### src/rtl/cache_port_arbiter.sv
// Two-port front end for a single cache: picks one requester (round-robin or
// fixed priority), holds it through a miss refill, returns read data and counts activity.
module cache_port_arbiter #(
    parameter int ADDR_LEN   = 32,
    parameter int DATA_LEN   = 32,
    parameter int FIXED_PRIO = 0,
    parameter int CNT_LEN    = 32
) (
    input  logic                clk,
    input  logic                rst,
    // port 0: instruction fetch
    input  logic                p0_rd_req,
    input  logic                p0_wr_req,
    input  logic [ADDR_LEN-1:0] p0_addr,
    input  logic [DATA_LEN-1:0] p0_wr_data,
    output logic                p0_stall,
    output logic                p0_rd_valid,
    output logic [DATA_LEN-1:0] p0_rd_data,
    // port 1: data memory stage
    input  logic                p1_rd_req,
    input  logic                p1_wr_req,
    input  logic [ADDR_LEN-1:0] p1_addr,
    input  logic [DATA_LEN-1:0] p1_wr_data,
    output logic                p1_stall,
    output logic                p1_rd_valid,
    output logic [DATA_LEN-1:0] p1_rd_data,
    // cache side
    input  logic                c_miss,
    output logic [ADDR_LEN-1:0] c_addr,
    output logic                c_rd_req,
    output logic                c_wr_req,
    output logic [DATA_LEN-1:0] c_wr_data,
    input  logic [DATA_LEN-1:0] c_rd_data,
    // performance counters
    output logic [CNT_LEN-1:0]  cnt_done0,
    output logic [CNT_LEN-1:0]  cnt_done1,
    output logic [CNT_LEN-1:0]  cnt_wait0,
    output logic [CNT_LEN-1:0]  cnt_wait1
);

    typedef enum logic {
        IDLE = 1'b0,
        LOCK = 1'b1
    } state_t;

    state_t state_q, state_d;
    logic   lock_port_q, lock_port_d;
    logic   rr_ptr_q, rr_ptr_d;

    logic [1:0]          rd_valid_q, rd_valid_d;
    logic [DATA_LEN-1:0] rd_data_q  [2];
    logic [DATA_LEN-1:0] rd_data_d  [2];
    logic [CNT_LEN-1:0]  cnt_done_q [2];
    logic [CNT_LEN-1:0]  cnt_done_d [2];
    logic [CNT_LEN-1:0]  cnt_wait_q [2];
    logic [CNT_LEN-1:0]  cnt_wait_d [2];

    logic [1:0]          act;
    logic [1:0]          rd_sel;
    logic [1:0]          wr_sel;
    logic [ADDR_LEN-1:0] req_addr  [2];
    logic [DATA_LEN-1:0] req_wdata [2];
    logic [1:0]          stall;
    logic [1:0]          done;

    logic grant_valid;
    logic grant;
    logic complete;

    assign rd_sel       = {p1_rd_req, p0_rd_req};
    assign wr_sel       = {p1_wr_req, p0_wr_req};
    assign act          = rd_sel | wr_sel;
    assign req_addr[0]  = p0_addr;
    assign req_addr[1]  = p1_addr;
    assign req_wdata[0] = p0_wr_data;
    assign req_wdata[1] = p1_wr_data;

    // Grant depends only on request lines and FSM state, never on c_miss,
    // so the cache's miss path cannot close a combinational loop through us.
    always_comb begin
        grant_valid = 1'b0;
        grant       = 1'b0;
        if (state_q == LOCK) begin
            grant_valid = 1'b1;
            grant       = lock_port_q;
        end else if (act == 2'b11) begin
            grant_valid = 1'b1;
            grant       = (FIXED_PRIO != 0) ? 1'b1 : rr_ptr_q;
        end else if (act[0]) begin
            grant_valid = 1'b1;
            grant       = 1'b0;
        end else if (act[1]) begin
            grant_valid = 1'b1;
            grant       = 1'b1;
        end
    end

    genvar gi;
    generate
        for (gi = 0; gi < 2; gi++) begin : g_port
            assign stall[gi] = act[gi] & ~(grant_valid & (grant == 1'(gi)) & ~c_miss);
            assign done[gi]  = act[gi] & grant_valid & (grant == 1'(gi)) & ~c_miss;
        end
    endgenerate

    assign complete = |done;

    // A simultaneous rd+wr on one port is forwarded as a write only.
    always_comb begin
        c_addr    = '0;
        c_wr_data = '0;
        c_rd_req  = 1'b0;
        c_wr_req  = 1'b0;
        if (grant_valid) begin
            c_addr    = req_addr[grant];
            c_wr_data = req_wdata[grant];
            if (!rst) begin
                c_wr_req = wr_sel[grant];
                c_rd_req = rd_sel[grant] & ~wr_sel[grant];
            end
        end
    end

    always_comb begin
        state_d     = state_q;
        lock_port_d = lock_port_q;
        rr_ptr_d    = rr_ptr_q;
        case (state_q)
            IDLE: begin
                if (grant_valid && c_miss) begin
                    state_d     = LOCK;
                    lock_port_d = grant;
                end
            end
            LOCK: begin
                if (!c_miss) begin
                    state_d = IDLE;
                end
            end
            default: state_d = IDLE;
        endcase
        if (complete) begin
            rr_ptr_d = ~grant;
        end
    end

    always_comb begin
        rd_valid_d = '0;
        for (int i = 0; i < 2; i++) begin
            rd_data_d[i]  = rd_data_q[i];
            cnt_done_d[i] = cnt_done_q[i];
            cnt_wait_d[i] = cnt_wait_q[i];
            if (done[i] && !wr_sel[i]) begin
                rd_valid_d[i] = 1'b1;
                rd_data_d[i]  = c_rd_data;
            end
            if (done[i] && !(&cnt_done_q[i])) begin
                cnt_done_d[i] = cnt_done_q[i] + CNT_LEN'(1);
            end
            if (act[i] && stall[i] && !(&cnt_wait_q[i])) begin
                cnt_wait_d[i] = cnt_wait_q[i] + CNT_LEN'(1);
            end
        end
    end

    always_ff @(posedge clk) begin
        if (rst) begin
            state_q     <= IDLE;
            lock_port_q <= 1'b0;
            rr_ptr_q    <= 1'b0;
            rd_valid_q  <= '0;
            for (int i = 0; i < 2; i++) begin
                rd_data_q[i]  <= '0;
                cnt_done_q[i] <= '0;
                cnt_wait_q[i] <= '0;
            end
        end else begin
            state_q     <= state_d;
            lock_port_q <= lock_port_d;
            rr_ptr_q    <= rr_ptr_d;
            rd_valid_q  <= rd_valid_d;
            for (int i = 0; i < 2; i++) begin
                rd_data_q[i]  <= rd_data_d[i];
                cnt_done_q[i] <= cnt_done_d[i];
                cnt_wait_q[i] <= cnt_wait_d[i];
            end
        end
    end

    assign p0_stall    = stall[0];
    assign p1_stall    = stall[1];
    assign p0_rd_valid = rd_valid_q[0];
    assign p1_rd_valid = rd_valid_q[1];
    assign p0_rd_data  = rd_data_q[0];
    assign p1_rd_data  = rd_data_q[1];
    assign cnt_done0   = cnt_done_q[0];
    assign cnt_done1   = cnt_done_q[1];
    assign cnt_wait0   = cnt_wait_q[0];
    assign cnt_wait1   = cnt_wait_q[1];

endmodule
### config.mk
export PLATFORM = sky130hd
export DESIGN_NAME = cache_port_arbiter
export DESIGN_NICKNAME = d
export VERILOG_FILES = /design/src/rtl/cache_port_arbiter.sv
export SDC_FILE = /design/constraint.sdc
export NUM_CORES = 1
export LEC_CHECK = 0
export ABC_AREA = 0
export BUFFER_PORTS_ARGS = -buffer_cell sky130_fd_sc_hd__buf_2
export CORE_AREA = 2 2 168 170
export CTS_BUF_LIST = sky130_fd_sc_hd__clkbuf_4 sky130_fd_sc_hd__clkbuf_8
export CTS_CLUSTER_DIAMETER = 80
export DETAILED_ROUTE_END_ITERATION = 10
export DIE_AREA = 0 0 170 172
export GPL_TIMING_DRIVEN = 0
export PLACE_DENSITY = 0.61
export SYNTH_ARGS = -nofsm -noshare
export SYNTH_HDL_FRONTEND = slang
export SYNTH_SLANG_ARGS = --single-unit
### constraint.sdc
create_clock -name clk -period 2.8 [get_ports clk]
set_clock_uncertainty 0.15 [all_clocks]
set_input_delay 0.42 -clock clk [delete_from_list [all_inputs] [get_ports clk]]
set_output_delay 0.42 -clock clk [all_outputs]
set_load 0.01 [all_outputs]
==> results of run 1 <==
-- layout make-up --
cell class              instances  area share (%)
multi-input cells            1019            42.6
flip-flops and latches        197            29.6
repair buffers                445            17.4
plain buffers                  83            3.51
well taps                     346            3.24
clock buffers                  20            2.01
clock inverters                12           0.900
inverters                      22           0.619
diodes                          4          0.0750
-- layer usage --
| metal | global-route usage, % | share of wire [%] |
|---|---|---|
| met2 | 41.9 | 46 |
| met4 | 10.2 | 2.7 |
| met5 | 0 | 0.15 |
| met3 | 7.97 | 7.4 |
| met1 | 33.6 | 43 |
-- stage by stage --
stage          setup TNS (ps)  area (µm²)  power [mW]  worst slack (ps)  util (%)
2_1_floorplan               0        9850        3.40               346         -
3_3_place_gp           -42980       12400        3.87              -902      45.2
3_5_place_dp           -45530       12400        3.88              -871      45.2
4_1_cts                     0       13100        5.82             0.375      47.8
5_1_grt                     0       13300        6.10             0.438      48.6
6_report                    0       13400        5.83              94.1      48.6
-- flip-flops by register name (all words and copies together) (netlist names) --
| signal | flops |
|---|---|
| cnt_done_q | 64 |
| state_q | 1 |
| rd_valid_q | 2 |
| lock_port_q | 1 |
| rd_data_q | 64 |
| rr_ptr_q | 1 |
| cnt_wait_q | 64 |
-- critical path, delay by kind of cell, from the launching register on --
kind	cells	cell delay [ps]
compound gates	4	720
buf+inv	3	460
flops	1	400
simple gates	1	80
-- final timing paths --
kind | startpoint | to | slack [ps] | cells after the start
worst max-delay path | state_q | c_rd_req | 90 | 8
worst min-delay path | c_rd_data[26] | rd_data_q[0][26] | 30 | 3
worst max register to register | cnt_done_q[0][0] | cnt_done_q[0][22] | 110 | 7
worst min register to register | rd_data_q[0][49] | rd_data_q[0][49] | 310 | 2
-- report_power, final --
part | switching (mW) | internal [mW]
Combinational | 0.625 | 0.438
Clock | 1.10 | 0.782
Sequential | 0.0388 | 2.85
-- cell families after synthesis --
group / synth area share, %
buffers and inverters: 4.18
flip-flops: 40.0
AND/OR/NAND/NOR: 32.2
XOR/XNOR: 0.711
multiplexers: 2.46
AO/OA/AOI/OAI: 19.9
adder cells (fa/ha/maj): 0.508
-- cell usage in the layout, fill, tap and decap left out, types with 46 or more instances in the layout --
| cell type | netlist | final |
|---|---|---|
| o21ai_0 | 52 | 52 |
| clkbuf_1 | 73 | 51 |
| a21oi_1 | 229 | 215 |
| nor2_1 | 51 | 51 |
| o31ai_1 | 46 | 46 |
| or3_1 | 54 | 54 |
| nand2_1 | 299 | 293 |
| dfxtp_1 | 197 | 196 |
| or4_1 | 50 | 50 |
| buf_2 | 8 | 428 |
-- timing repair --
item	4_1_cts	5_1_grt
pin swaps	4	12
setup buffers	6	10
gates resized for setup	70	44
gates cloned	1	1
endpoints found under the setup margin	74	116
==> results by group, run 1 <==
Status
  • Status: complete, no violations

Setup path
  • CP peak stage delay: 400 ps
  • Crit Path Max Fanout: 8
  • Critical Path AT: 2140 ps
  • Worst Setup End Kind: output port
  • WS Path Type: register to output port
  • CP Launch Type: register
  • Crit-path cells: o21ba_4 > o21a_4 > a21oi_4 > buf_8 > buf_12 > nand3b_1 > a211oi_2 > buf_2
  • Slowest-stage cell, CP: dfxtp_4
  • CP Data Required Time: 2230 ps

Logic synthesis
  • Primary FF master, synth: dfxtp_1
  • Syn avg cell area: 7.45 µm²
  • Async S/R FF share, synth: 0%
  • Most instantiated cells after synthesis: nand2_1, a21oi_1, dfxtp_1
  • Sequential fraction of the synthesis area: 40.0%
  • Synth Register Bits: 197
  • Syn Std Cell Area: 0.00985 mm²
  • YS warnings: 0
  • Synth cell types: 49
  • Synth top area cells: dfxtp_1, a21oi_1, nand2_1
  • EDFF count, synth: 0
  • Synthesized net count: 1494
  • Cell with the most instances after synthesis: nand2_1
  • Biggest area consumer among synthesized cells: dfxtp_1
  • Post-Syn Instances: 1323
  • Top cell type's share of synthesized area: 40.0%

Global routing
  • Vias in the first global route: 10200
  • Initial antenna violation count: 10
  • Grt ovf: 0
  • Largest net degree at the start of global routing: 18
  • First-pass GRT wire length: 59300 µm
  • All-Layer GR Usage: 26.4%

Layout
  • Number of fillers in the final layout: 2851
  • Fin nets: 1956
  • Share of post-route cells with drive strength above 1: 31.6%
  • Area Overhead vs Synth: 35.5%
  • Register Area: 0.00395 mm²
  • Multi-input gate area: 0.00569 mm²
  • Post-Layout Cell Count: 2148

Die
  • Starting Density: 35.9%
  • Rows: 61
  • Boundary pin count: 429
  • Die area: 0.0292 mm²
  • Die width: 170 µm
  • Core area: 0.0275 mm²
  • Die H: 172 µm

Drt
  • Vias: 11700
  • Post-DR vias/cell: 5.45
  • Routed wire per std cell: 19.1 µm
  • DRT Wirelength: 41000 µm
  • 1st-pass router iterations: 5
  • Initial DRC count: 846
  • Residual DRC count: 0
  • Antenna-violating nets left: 0

Hold path
  • Hold Crit Class: input port to register

Clocking
  • Max Root-Sink Buffers: 2
  • Clk Latency, worst-skew pair: 480 ps
  • Hold-fix buffers, CTS: 0
  • H-tree levels: 4
  • Clock-pin slew on the worst setup and hold paths: 110 ps
  • Num CTS Buffers: 17
  • CTS Sinks: 197
  • Clock root buffer: clkbuf_8
  • TritonCTS clock tree: done

Timing
  • RSZ-0062 raised after global routing: false
  • Final min period: 2710 ps
  • Final Cycle Share: 96.6%
  • Endpoints failing hold: 0
  • Final setup vio count: 0
  • FMAX: 370 MHz
  • Max-slew violations: 0
  • WHS: 32.9 ps
  • Slew @ Worst Pin: 782 ps
  • Relative slew slack: 47.4%

Placed design
  • DP Wirelength: 31800 µm
  • Placed Cells: 2096
  • GPL Wtd Cong: 0.887
  • IO buf count: 427

Power
  • Pwr Density: 437 mW/mm²
  • Max VDD drop: 0.316 mV
  • Leak Pwr: 5.55 nW

Job
  • Max Cap Viol: 0
No activity file was read; power rests on OpenSTA's default activity.
==> run 2, diff against run 1 <==
==> constraint.sdc (replaced) <==
create_clock -name clk -period 2.9 [get_ports clk]
set_clock_uncertainty 0.15 [all_clocks]
set_input_delay 0.435 -clock clk [delete_from_list [all_inputs] [get_ports clk]]
set_output_delay 0.435 -clock clk [all_outputs]
set_load 0.01 [all_outputs]
==> run 2 against run 1 <==
Effect of this change:
- worst hold slack improved by 14 ps
- sequential share of layout area increased by 0.42 points
- combinational power decreased by 8%
- clock power decreased by 3%
- register-to-register slack improved by 100 ps
- via count decreased by 0.29%
- non-clock buffer count decreased by 10
- global-route usage decreased by 0.082 points
- sequential cell count unchanged
- cell area decreased by 1.4%
- power decreased by 4.2%
- worst setup slack got worse by 9.4 ps
- critical endpoint is now c_addr[3]
- largest cell class unchanged
- highest routed layer unchanged
==> results by group, run 2 (synthesis gave the netlist of run 1 again) <==
Clocking
  • Clock root buffer: clkbuf_8
  • Clk Latency, worst-skew pair: 480 ps (about the same)
  • H-tree levels: 4 (unchanged)
  • Hold-fix buffers, CTS: 0 (unchanged)
  • CTS Sinks: 197 (unchanged)
  • TritonCTS clock tree: done
  • Max Root-Sink Buffers: 2 (unchanged)
  • Num CTS Buffers: 17 (unchanged)
  • Clock-pin slew on the worst setup and hold paths: 110 ps (about the same)

Timing
  • Slew @ Worst Pin: 765 ps (-16.2 ps)
  • Final min period: 2820 ps
  • Final Cycle Share: 97.1%
  • Worst setup margin: 84.7 ps (-9.43 ps)
  • Setup_tns: 0 ps (unchanged)
  • Final setup vio count: 0 (unchanged)
  • Endpoints failing hold: 0 (unchanged)
  • FMAX: 355 MHz
  • Relative slew slack: 48.5% (+1.1 points)
  • Max-slew violations: 0 (unchanged)

Die
  • Die width: 170 µm (unchanged)
  • Die H: 172 µm (unchanged)
  • Rows: 61 (unchanged)
  • Boundary pin count: 429 (unchanged)
  • Die area: 0.0292 mm² (unchanged)
  • Starting Density: 35.9% (unchanged)
  • Core area: 0.0275 mm² (unchanged)

Setup path
  • CP most frequent cell: buf_2
  • Slowest-stage cell, CP: or2_2
  • Family with the most delay on the worst path: buffers and inverters
  • Crit-path cells: buf_2 > or2_2 > clkbuf_1 > nor3_4 > clkbuf_4 > buf_2 > a21oi_2 > buf_2
  • Critical Path AT: 2230 ps (+90 ps)
  • CP Launch Type: input port
  • CP peak stage delay: 310 ps (-90 ps)
  • Crit path buffers/inverters: 5 (+2)
  • Crit Path Max Fanout: 10 (+2)
  • CP Data Required Time: 2320 ps (+90 ps)
  • Worst Setup End Kind: output port
  • WS Path Type: input port to output port

Global routing
  • Initial antenna violation count: 10 (unchanged)
  • Largest net degree at the start of global routing: 18 (unchanged)
  • First-pass GRT wire length: 59000 µm (-0.47%)
  • Grt ovf: 0 (unchanged)
  • All-Layer GR Usage: 26.3% (-0.082 points)
  • Vias in the first global route: 10100 (-0.89%)

Power
  • Max VDD drop: 0.307 mV (-2.6%)
  • Pwr Density: 425 mW/mm² (-2.8%)
  • Leak Pwr: 5.46 nW (-1.5%)

Layout
  • Post-layout util: 47.9% (-0.69 points)
  • Most frequent cells in the layout: buf_2, nand2_1, a21oi_1
  • Post-Layout Cell Count: 2139 (-0.42%)
  • Share of post-route cells with drive strength above 1: 30.5% (-1.1 points)
  • Fin nets: 1946 (-0.51%)
  • Area Overhead vs Synth: 33.6%
  • Commonest non-fill, non-tap cell in the layout: buf_2
  • Largest regs: cnt_done_q x64, cnt_wait_q x64, rd_data_q x64

Drt
  • 1st-pass router iterations: 5 (unchanged)
  • Antenna-violating nets left: 0 (unchanged)
  • Routed wire per std cell: 19.1 µm (about the same)
  • Post-DR vias/cell: 5.46 (+0.13%)
  • Initial DRC count: 773 (-8.6%)
  • Residual DRC count: 0 (unchanged)
  • Vias: 11700 (-0.29%)
  • DRT Wirelength: 40800 µm (-0.48%)

Placed design
  • DP Wirelength: 31800 µm (unchanged)
  • GPL Wtd Cong: 0.887 (unchanged)
  • IO buf count: 427 (unchanged)
  • Placed Cells: 2096 (unchanged)
  • DP Worst Slack: -801 ps (+70.0 ps)

Status
  • Status: complete, no violations

Job
  • Max Cap Viol: 0 (unchanged)

Hold path
  • Hold Crit Class: input port to register
run 2: timing repair:
item	CTS	global route
cloned	1	0
setup buffers	2	4
pin swaps	3	3
setup endpoints to repair	67	84
resized for setup	65	15
run 2: power breakdown:
part | internal, mW | switching [mW] | leakage, nW | total, mW
combinational | 0.387 | 0.592 | 3.67 | 0.979
sequential | 2.75 | 0.0377 | 1.59 | 2.79
clock | 0.755 | 1.07 | 0.200 | 1.82
total | 3.89 | 1.70 | 5.46 | 5.59
run 2: cell type report:
class	count	area (µm²)
fillers	2861	14300
multi-input cells	1019	5650
flip-flops and latches	197	3950
repair buffers	434	2200
plain buffers	84	450
well taps	346	433
clock buffers	20	269
clock inverters	12	120
inverters	22	82.6
diodes	5	12.5
run 2: path summary, 6_finish.rpt:
| check | from | to | slack, ps | cells after the start |
|---|---|---|---|---|
| setup / recovery | p1_wr_req | c_addr[3] | 80 | 8 |
| hold / removal | c_rd_data[27] | rd_data_q[0][59] | 50 | 3 |
| setup reg to reg | cnt_wait_q[0][0] | cnt_wait_q[0][9] | 210 | 8 |
| hold reg to reg | rd_data_q[0][49] | rd_data_q[0][49] | 310 | 2 |
run 2: routing by layer:
layer	GRT usage, %	share of wire (%)	vias up	wire length, µm
met1	33.6	43	5497	17500
met2	41.8	47	420	19000
met3	7.85	7.5	65	3080
li1	-	-	5677	-
met4	9.88	2.9	10	1170
met5	0	0.16	-	67
run 2: through the flow:
step,total power [mW],hold slack (ps),cell area (µm²)
2_1_floorplan,3.28,331,9850
3_3_place_gp,3.74,289,12400
3_5_place_dp,3.74,293,12400
4_1_cts,5.61,17.5,13100
5_1_grt,5.84,17.9,13200
6_report,5.59,46.9,13200
run 2: worst reg2reg max path: stages (launching register included):
cell     delay (ps)
dfxtp_1         440
ha_1            260
inv_1            90
or2_2           340
nor4b_4         500
buf_2           310
buf_2           260
o21ai_0         120
a21oi_1         150
==> run 3, diff against run 2 <==
--- a/config.mk
+++ b/config.mk
@@ -6,14 +6,14 @@
 export NUM_CORES = 1
 export LEC_CHECK = 0
 export ABC_AREA = 0
-export BUFFER_PORTS_ARGS = -buffer_cell sky130_fd_sc_hd__buf_2
 export CORE_AREA = 2 2 168 170
 export CTS_BUF_LIST = sky130_fd_sc_hd__clkbuf_4 sky130_fd_sc_hd__clkbuf_8
 export CTS_CLUSTER_DIAMETER = 80
 export DETAILED_ROUTE_END_ITERATION = 10
 export DIE_AREA = 0 0 170 172
+export DONT_BUFFER_PORTS = 1
 export GPL_TIMING_DRIVEN = 0
-export PLACE_DENSITY = 0.61
+export PLACE_DENSITY = 0.48
 export SYNTH_ARGS = -nofsm -noshare
 export SYNTH_HDL_FRONTEND = slang
 export SYNTH_SLANG_ARGS = --single-unit
==> run 3 against run 2 <==
Effect of this change:
- power decreased by 4.5%
- worst hold slack improved by 8.4 ps
- clock power decreased by 3%
- largest cell class unchanged
- non-clock buffer count decreased by 390
- cell area decreased by 13%
- global-route usage decreased by 0.33 points
- critical endpoint is now c_wr_data[16]
- critical path type is now register to output port
==> results by group, run 3 (synthesis gave the netlist of run 1 again) <==
Hold path
  • Hold Crit Class: input port to register

Timing
  • Final setup vio count: 0 (unchanged)
  • Final Cycle Share: 96.6% (-0.51 points)
  • Final min period: 2800 ps (-14.7 ps)
  • Slew @ Worst Pin: 857 ps (+91.4 ps)
  • Endpoints failing hold: 0 (unchanged)
  • Setup_tns: 0 ps (unchanged)
  • Max-slew violations: 0 (unchanged)
  • RSZ-0062 raised after global routing: false
  • Relative slew slack: 42.9% (-5.6 points)
  • Worst setup margin: 99.4 ps (+14.7 ps)
  • FMAX: 357 MHz (+0.52%)

Drt
  • Antenna-violating nets left: 0 (unchanged)
  • Vias: 10100 (-14%)
  • 1st-pass router iterations: 5 (unchanged)
  • Initial DRC count: 736 (-4.8%)
  • Routed wire per std cell: 22.8 µm (+20%)
  • DRT Wirelength: 39900 µm (-2.1%)
  • Residual DRC count: 0 (unchanged)
  • Post-DR vias/cell: 5.76 (+5.7%)

Global routing
  • Grt ovf: 0 (unchanged)
  • All-Layer GR Usage: 25.9% (-0.33 points)
  • Initial antenna violation count: 12 (+2)
  • Largest net degree at the start of global routing: 20 (+2)
  • First-pass GRT wire length: 57300 µm (-2.9%)
  • Vias in the first global route: 9042 (-10%)

Clocking
  • H-tree levels: 4 (unchanged)
  • TritonCTS clock tree: done
  • Max Root-Sink Buffers: 2 (unchanged)
  • Clk Latency, worst-skew pair: 480 ps (about the same)
  • Num CTS Buffers: 17 (unchanged)
  • Clock-pin slew on the worst setup and hold paths: 110 ps (about the same)
  • Clock root buffer: clkbuf_8
  • CTS Sinks: 197 (unchanged)

Layout
  • Most frequent cells in the layout: nand2_1, a21oi_1, dfxtp_1
  • Commonest non-fill, non-tap cell in the layout: nand2_1
  • Fin nets: 1556 (-20%)
  • Number of fillers in the final layout: 2906 (+1.6%)
  • Largest regs: cnt_done_q x64, cnt_wait_q x64, rd_data_q x64
  • Share of post-route cells with drive strength above 1: 11.2% (-19 points)
  • Final instance area: 0.0115 mm² (-13%)
  • Area Overhead vs Synth: 16.4%
  • Multi-input gate area: 0.00580 mm² (+2.7%)
  • Register Area: 0.00395 mm² (+0.13%)

Die
  • Starting Density: 35.9% (unchanged)
  • Die H: 172 µm (unchanged)
  • Rows: 61 (unchanged)
  • Boundary pin count: 429 (unchanged)
  • Die area: 0.0292 mm² (unchanged)
  • Die width: 170 µm (unchanged)
  • Core area: 0.0275 mm² (unchanged)

Setup path
  • Worst Setup End Kind: output port
  • Crit Path Max Fanout: 10 (unchanged)
  • CP Launch Type: register
  • Critical Path AT: 2220 ps (about the same)
  • WS Path Type: register to output port
  • CP Data Required Time: 2320 ps (about the same)

Status
  • Status: complete, no violations

Placed design
  • DP Worst Slack: -541 ps (+260 ps)
  • GPL Wtd Cong: 0.854 (-3.7%)
  • DP Wirelength: 30700 µm (-3.4%)
  • IO buf count: 0 (-100%)
  • DP Area: 0.0103 mm² (-17%)

Power
  • Max VDD drop: 0.315 mV (+2.4%)
  • Leak Pwr: 3.60 nW (-34%)
  • Power Total: 5.34 mW (-4.5%)
  • Pwr Density: 466 mW/mm² (+9.6%)

Job
  • Max Cap Viol: 0 (unchanged)
-- run 3: changes by cell type in the layout (fill, tap and decap cells not counted), moves of 5 or more --
cell / previous run / this run
a21oi_1: 220 / 193
a21oi_2: 4 / 26
a21oi_4: 5 / 10
buf_2: 434 / 10
dlygate4sd3_1: 0 / 33
-- run 3: power by group --
group | switching [mW] | leakage, nW | internal (mW)
Sequential | 0.0742 | 1.59 | 2.75
Clock | 1.13 | 0.190 | 0.633
Combinational | 0.505 | 1.81 | 0.243
-- run 3: metrics by stage --
stage | std cells | hold slack (ps) | utilization [%]
floorplan | 1323 | 331 | -
finish | 1749 | 55.2 | 41.7
global route | 1749 | 46.7 | 41.7
CTS | 1739 | 23.4 | 41.1
detailed placement | 1669 | 345 | 37.4
global placement | 1669 | 343 | 37.4
-- run 3: what timing repair did --
action / in CTS / in global routing
setup buffers: 5 / 5
pin swaps: 5 / 9
endpoints found under the setup margin: 77 / 98
hold buffers: 33 / 0
hold endpoints to repair: 65 / 0
gates resized for setup: 65 / 47
-- run 3: layer usage --
| layer | global-route usage (%) | vias up | wire length (µm) | part of all wire [%] |
|---|---|---|---|---|
| met4 | 9.18 | 10 | 682 | 1.7 |
| met3 | 12.3 | 42 | 4440 | 11 |
| li1 | - | 4900 | - | - |
| met1 | 31.6 | 4728 | 16300 | 41 |
| met2 | 40.2 | 401 | 18400 | 46 |
| met5 | 0 | - | 66 | 0.17 |
-- run 3: final cells by class --
class / instances / share of cell area [%]
multi-input combinational: 1019 / 50.6
sequential: 197 / 34.5
tap: 346 / 3.78
timing repair buffer: 43 / 3.64
buffer: 85 / 3.47
clock buffer: 17 / 2.04
clock inverter: 15 / 1.20
inverter: 22 / 0.720
antenna: 5 / 0.109
-- run 3: worst paths after layout --
kind | from | endpoint | slack, ps | cells after the start
max | state_q | c_wr_data[16] | 100 | 7
min | p1_wr_req | rd_data_q[0][63] | 60 | 3
max reg2reg | state_q | cnt_wait_q[0][53] | 180 | 6
min reg2reg | rd_data_q[0][40] | rd_data_q[0][40] | 360 | 2
-- run 3: worst max-delay path, stage by stage, from the launching register on --
cell	delay [ps]
dfxtp_4	390
o21ba_4	240
o21a_1	180
a21o_1	130
clkbuf_8	190
buf_4	180
nand2_1	190
a21oi_4	230
